[config.mk]
export PLATFORM = sky130hd
export DESIGN_NAME = loader_ctrl
export DESIGN_NICKNAME = d
export VERILOG_FILES = /design/src/rtl/loader_ctrl.sv
export SDC_FILE = /design/constraint.sdc
export NUM_CORES = 1
export LEC_CHECK = 0
export BUFFER_PORTS_ARGS = -buffer_cell sky130_fd_sc_hd__buf_2
export CAP_MARGIN = 20
export CORE_UTILIZATION = 45
export CTS_CLUSTER_SIZE = 30
export DETAILED_ROUTE_END_ITERATION = 8
export GPL_TIMING_DRIVEN = 0
export PLACE_DENSITY = 0.67
export SLEW_MARGIN = 20
export SYNTH_ARGS = -nofsm -noshare
export SYNTH_HDL_FRONTEND = slang
export SYNTH_SLANG_ARGS = --single-unit
[constraint.sdc]
create_clock -name clk -period 3.52 [get_ports clk]
set_input_delay 0.176 -clock clk [delete_from_list [all_inputs] [get_ports clk]]
set_output_delay 0.176 -clock clk [all_outputs]
set_load 0.1 [all_outputs]
[src/rtl/loader_ctrl.sv]
// loader_ctrl: receives a length-prefixed byte stream, packs it into 32-bit words
// through an external buffer, then drains the buffer to memory and releases the CPU.
`default_nettype none

module loader_ctrl #(
  parameter logic [31:0] BASE_ADDR = 32'h0000_0000,
  parameter int          MAX_WORDS = 1024
) (
  input  logic        clk,
  input  logic        rstn,
  input  logic        start,
  input  logic        rx_valid,
  input  logic [7:0]  rx_data,
  output logic        buf_we,
  output logic [31:0] buf_wd,
  output logic        buf_rd,
  input  logic        buf_rd_valid,
  input  logic [31:0] buf_rd_data,
  output logic        mem_wr_valid,
  output logic [31:0] mem_wr_addr,
  output logic [31:0] mem_wr_data,
  input  logic        mem_wr_ready,
  output logic        busy,
  output logic        load_done,
  output logic        err,
  output logic        cpu_rstn
);

  localparam logic [2:0] S_IDLE    = 3'd0;
  localparam logic [2:0] S_HDR     = 3'd1;
  localparam logic [2:0] S_PAYLOAD = 3'd2;
  localparam logic [2:0] S_DRAIN   = 3'd3;
  localparam logic [2:0] S_DONE    = 3'd4;
  localparam logic [2:0] S_ERR     = 3'd5;

  localparam logic [31:0] c_max_words = 32'(MAX_WORDS);

  logic [2:0]  r_state;
  logic [1:0]  r_byte_cnt;
  logic [31:0] r_asm;
  logic [31:0] r_n;
  logic [31:0] r_wr_cnt;
  logic [31:0] r_rd_cnt;
  logic        r_outst;
  logic        r_buf_we;
  logic [31:0] r_buf_wd;
  logic        r_buf_rd;
  logic        r_mem_valid;
  logic [31:0] r_mem_addr;
  logic [31:0] r_mem_data;

  logic [31:0] w_word;
  logic        w_last_byte;
  logic        w_draining;
  logic        w_complete;
  logic [31:0] w_rd_cnt_nxt;
  logic        w_issue;

  // Bytes shift in from the top so the first byte lands in bits [7:0].
  assign w_word       = {rx_data, r_asm[31:8]};
  assign w_last_byte  = rx_valid && (r_byte_cnt == 2'd3);
  assign w_draining   = (r_state == S_PAYLOAD) || (r_state == S_DRAIN);
  assign w_complete   = r_mem_valid && mem_wr_ready;
  assign w_rd_cnt_nxt = r_rd_cnt + {31'd0, w_complete};
  // Look ahead past a completing write so back-to-back words drain in 3 cycles.
  assign w_issue      = w_draining && (!r_outst || w_complete) && (w_rd_cnt_nxt < r_wr_cnt);

  always_ff @(posedge clk) begin
    if (!rstn) begin
      r_state     <= S_IDLE;
      r_byte_cnt  <= 2'd0;
      r_asm       <= 32'd0;
      r_n         <= 32'd0;
      r_wr_cnt    <= 32'd0;
      r_rd_cnt    <= 32'd0;
      r_outst     <= 1'b0;
      r_buf_we    <= 1'b0;
      r_buf_wd    <= 32'd0;
      r_buf_rd    <= 1'b0;
      r_mem_valid <= 1'b0;
      r_mem_addr  <= 32'd0;
      r_mem_data  <= 32'd0;
    end else begin
      r_buf_we <= 1'b0;
      r_buf_rd <= 1'b0;
      case (r_state)
        S_IDLE: begin
          if (start) begin
            r_state    <= S_HDR;
            r_byte_cnt <= 2'd0;
            r_asm      <= 32'd0;
            r_n        <= 32'd0;
            r_wr_cnt   <= 32'd0;
            r_rd_cnt   <= 32'd0;
            r_outst    <= 1'b0;
          end
        end
        S_HDR: begin
          if (rx_valid) begin
            r_asm      <= w_word;
            r_byte_cnt <= r_byte_cnt + 2'd1;
            if (w_last_byte) begin
              r_n <= w_word;
              if (w_word == 32'd0)             r_state <= S_DONE;
              else if (w_word > c_max_words)   r_state <= S_ERR;
              else                             r_state <= S_PAYLOAD;
            end
          end
        end
        S_PAYLOAD: begin
          if (rx_valid) begin
            r_asm      <= w_word;
            r_byte_cnt <= r_byte_cnt + 2'd1;
            if (w_last_byte) begin
              r_buf_we <= 1'b1;
              r_buf_wd <= w_word;
              r_wr_cnt <= r_wr_cnt + 32'd1;
              if ((r_wr_cnt + 32'd1) == r_n) r_state <= S_DRAIN;
            end
          end
        end
        S_DRAIN: begin
          if (!r_outst && (r_rd_cnt == r_n)) r_state <= S_DONE;
        end
        default: ;
      endcase

      if (w_draining && r_outst && buf_rd_valid && !r_mem_valid) begin
        r_mem_valid <= 1'b1;
        r_mem_data  <= buf_rd_data;
        r_mem_addr  <= BASE_ADDR + (r_rd_cnt << 2);
      end else if (w_complete) begin
        r_mem_valid <= 1'b0;
        r_rd_cnt    <= r_rd_cnt + 32'd1;
        r_outst     <= 1'b0;
      end

      if (w_issue) begin
        r_buf_rd <= 1'b1;
        r_outst  <= 1'b1;
      end
    end
  end

  assign buf_we       = r_buf_we;
  assign buf_wd       = r_buf_wd;
  assign buf_rd       = r_buf_rd;
  assign mem_wr_valid = r_mem_valid;
  assign mem_wr_addr  = r_mem_addr;
  assign mem_wr_data  = r_mem_data;
  assign busy         = (r_state == S_HDR) || (r_state == S_PAYLOAD) || (r_state == S_DRAIN);
  assign load_done    = (r_state == S_DONE);
  assign err          = (r_state == S_ERR);
  assign cpu_rstn     = (r_state == S_DONE);

endmodule

`default_nettype wire
==> impl_metrics.py <==
metrics = {
    "power": {
        "intPower_uw": 4340,
        "switchingPower_uw": 1980,
        "clkPwrFrac_pct": 39.2,
        "comb_power_share_pct": 18.5,
        "p_leak_uw": 0.00564,
        "p_seq_share_pct": 42.2,
        "p_per_area_mw_per_mm2": 443,
        "power_uw": 6320,
        "swShare_pct": 31.4,
        "peakVddDrop_uv": 382,
    },
    "routing": {
        "ant_nets": 0,
        "drt_pass1_iterations": 6,
        "num_vias": 11500,
        "vias_per_cell": 5.55,
        "drc_errors": 0,
        "wl_per_cell_um": 18.4,
        "wl_mm": 38.1,
        "drtIter0Drc": 1022,
    },
    "layout": {
        "nFillCells": 2393,
        "nets": 1806,
        "utilization_pct": 56.8,
        "final_cell_count_no_fill": 2068,
        "synthToLayoutAreaGrowth_pct": 24.1,
        "drive_gt1_share_pct": 17.0,
        "antenna_cells": 0,
        "design_area_mm2": 0.0143,
    },
    "status": {
        "violations": "negative setup slack",
        "status": "finished with violations",
    },
    "placement": {
        "dp_cells": 1977,
        "hpwl_mm": 27.7,
        "place_congestion": 0.996,
        "io_buffers": 146,
        "placed_area_mm2": 0.0127,
    },
    "critical_path": {
        "max_stage_delay_ns": 0.44,
        "critPathCaptureType": "register",
        "crit_family": "simple AND/OR/NAND/NOR gates",
        "r2r_cells": 14,
        "cp.required_ns": 3.92,
        "crit_slowest_cell": "nor4_4",
        "path_buf_inv": 0,
        "cp_max_fo": 5,
        "path_common_cell": "nand4_1",
        "crit_cells": 14,
        "start_kind": "register",
        "path_class": "register to register",
        "cp.arrival_ns": 3.93,
        "crit_chain": "and3_4, and4_4, nand2_4, nor2_4, nand3_4, nor3_4, nand4_1, xnor2_2, ha_1, nand4_1, nor4_4, o2111ai_2, o221a_2, a41o_1",
    },
    "yosys": {
        "synth-seq-area-share_pct": 38.8,
        "ys.flop_type": "dfxtp_1",
        "yosysUniqueCellTypes": 67,
        "synthMostInstantiatedCell": "nand2_1",
        "synth_cells": 1500,
        "ys_warn_count": 0,
        "yosys-top-cells-area": "dfxtp_1 (39%), nand2_1 (10%), a21oi_1 (7.1%)",
        "async_flop_share_pct": 0,
        "synth.top_cell.area_share_pct": 38.8,
        "synth_edf_count": 0,
        "yosysTopAreaCell": "dfxtp_1",
        "synthTopCellsByCount": "nand2_1 (319), dfxtp_1 (223), a21oi_1 (163)",
        "syn_area_mm2": 0.0115,
        "synth_seq_cells": 223,
        "post_synth.cell_area_avg_um2": 7.66,
    },
    "flow_run": {
        "drv_cap": 0,
    },
    "die": {
        "ioPinCount": 149,
        "std_cell_rows": 58,
        "fp.dieW_um": 162,
        "die_h_um": 162,
        "initial_core_util_pct": 45.8,
        "dieArea_mm2": 0.0262,
        "core_area_mm2": 0.0251,
    },
    "global_route": {
        "grt_util_met3_pct": 4.42,
        "busiest_layer": "met2",
        "use_met1_pct": 39.7,
        "antenna_found_initial": 0,
        "grt_pass1_vias": 10800,
        "grt_pass1_wl_mm": 59.3,
        "grt_use_met2_pct": 45.3,
        "track_usage_pct": 28.7,
        "grt_max_degree": 14,
        "overflow": 0,
    },
    "min_path": {
        "min_path_cells": 5,
        "min_path_type": "input port to register",
    },
    "sta": {
        "worst_pin_slew_ns": 0.848,
        "setup_viol": 1,
        "slew_violations": 0,
        "min_period_ns": 3.53,
        "fmax_ghz": 0.284,
        "post-route-period-util_pct": 100,
        "hold_viol": 0,
        "fin_setup_tns_ns": -0.00697,
        "layout_setup_ws_ns": -0.00697,
        "slew_headroom_pct": 43.5,
        "rsz0062_at_grt": "yes",
        "skew_ns": 0.0201,
    },
    "clock_tree": {
        "clk_pin_slew_worst_paths_ns": 0.07,
        "cts_buffers": 25,
        "clockRootBuffer": "clkbuf_16",
        "htreeDepth": 1,
        "cts.sinks": 223,
        "cts_tree": "done",
        "clock_path_buffers": 3,
        "clk_latency_ns": 0.53,
    },
}
## worst paths after layout
check,start,slack (ns),endpoint
max,r_rd_cnt[4],-0.007,r_outst
min,buf_rd_valid,0.15,mem_wr_data[31]
max reg2reg,r_rd_cnt[4],-0.007,r_outst
min reg2reg,mem_wr_addr[9],0.45,mem_wr_addr[9]
## power groups by stage
| stage | Combinational [uW] | Clock, uW | Sequential, uW |
|---|---|---|---|
| 3_3_place_gp | 1100 | 0 | 2720 |
| 2_1_floorplan | 803 | 0 | 2680 |
| 6_report | 1170 | 2480 | 2670 |
| 3_5_place_dp | 1100 | 0 | 2720 |
| 4_1_cts | 1140 | 2520 | 2670 |
| 5_1_grt | 1260 | 2610 | 2670 |
## flip-flops by register name, indices dropped and copies added (netlist names), 3 cells and up
name         flops
r_state          3
mem_wr_addr     30
buf_wd          32
r_wr_cnt        32
r_rd_cnt        32
r_asm           24
r_n             32
mem_wr_data     32
## area by class of cell
cell class / instances / area, um^2 / share of cell area [%]
Buffer: 99 / 438 / 3.07
Multi-Input combinational cell: 1124 / 6660 / 46.7
Clock buffer: 33 / 696 / 4.88
Timing Repair Buffer: 213 / 1340 / 9.40
Tap cell: 330 / 413 / 2.89
Sequential cell: 223 / 4500 / 31.6
Clock inverter: 8 / 70.1 / 0.491
Inverter: 38 / 148 / 1.04
## kinds of logic after synthesis
group	after synthesis	synth area share [%]
AO/OA/AOI/OAI	276	14.1
XOR/XNOR	137	10.4
adder cells (fa/ha/maj)	36	3.92
buffers and inverters	154	5.56
flip-flops	223	38.8
multiplexers	5	0.436
other	1	0.0326
AND/OR/NAND/NOR	668	26.7
## cell usage in the layout, fill, tap and decap left out, types with 5 or more instances in the layout
| master | netlist | layout |
|---|---|---|
| a21boi_0 | 36 | 36 |
| a31oi_1 | 7 | 7 |
| and2_1 | 7 | 6 |
| nor2b_1 | 7 | 7 |
| xor2_1 | 77 | 75 |
| inv_1 | 36 | 34 |
| clkbuf_16 | 0 | 25 |
| dfxtp_4 | 0 | 7 |
| xnor2_1 | 60 | 59 |
| nand2b_1 | 8 | 8 |
| nor2_4 | 0 | 5 |
| nor2_1 | 97 | 92 |
| nor4_1 | 23 | 19 |
| ha_1 | 36 | 33 |
| a311oi_1 | 5 | 5 |
| o21ai_0 | 28 | 27 |
| mux2i_1 | 5 | 5 |
| dfxtp_2 | 0 | 9 |
| clkinv_2 | 0 | 5 |
| buf_4 | 3 | 28 |
| nand4_1 | 30 | 30 |
| buf_6 | 4 | 5 |
| a21oi_1 | 163 | 163 |
| clkbuf_1 | 100 | 83 |
| clkbuf_2 | 2 | 6 |
| dlygate4sd3_1 | 1 | 42 |
| dfxtp_1 | 223 | 207 |
| nor3_1 | 40 | 36 |
| a21o_1 | 13 | 13 |
| nand2_1 | 319 | 317 |
| or3_1 | 13 | 11 |
| and3_1 | 8 | 5 |
| buf_2 | 1 | 147 |
| nand3_1 | 92 | 90 |
## through the flow
stage | hold WS (ns) | setup slack (ns)
3_5_place_dp | 0.423 | -0.741
6_report | 0.148 | -0.00697
4_1_cts | 0.212 | 0.00305
2_1_floorplan | 0.312 | 0.000342
5_1_grt | 0.188 | -0.132
3_3_place_gp | 0.417 | -0.770
## timing repair
| action | CTS | global route |
|---|---|---|
| endpoints found under the hold margin | 57 | 0 |
| buffers inserted | 9 | 17 |
| hold buffers | 41 | 0 |
| endpoints found under the setup margin | 4 | 4 |
| resized for setup | 42 | 28 |
| pin swaps | 12 | 13 |
## tightest hold or removal path, delay by kind of cell
kind / cells / cell delay (ns)
AO/OA/AOI/OAI: 1 / 0.06
buffers and inverters: 1 / 0.10
AND/OR/NAND/NOR: 3 / 0.26
## routing by layer
metal,share of wire [%],vias to the layer above
li1,-,5514
met1,43,5392
met2,45,482
met3,8.6,97
met4,3.4,0
met5,0,-
Note: power is estimated with default switching activity, not from simulation.
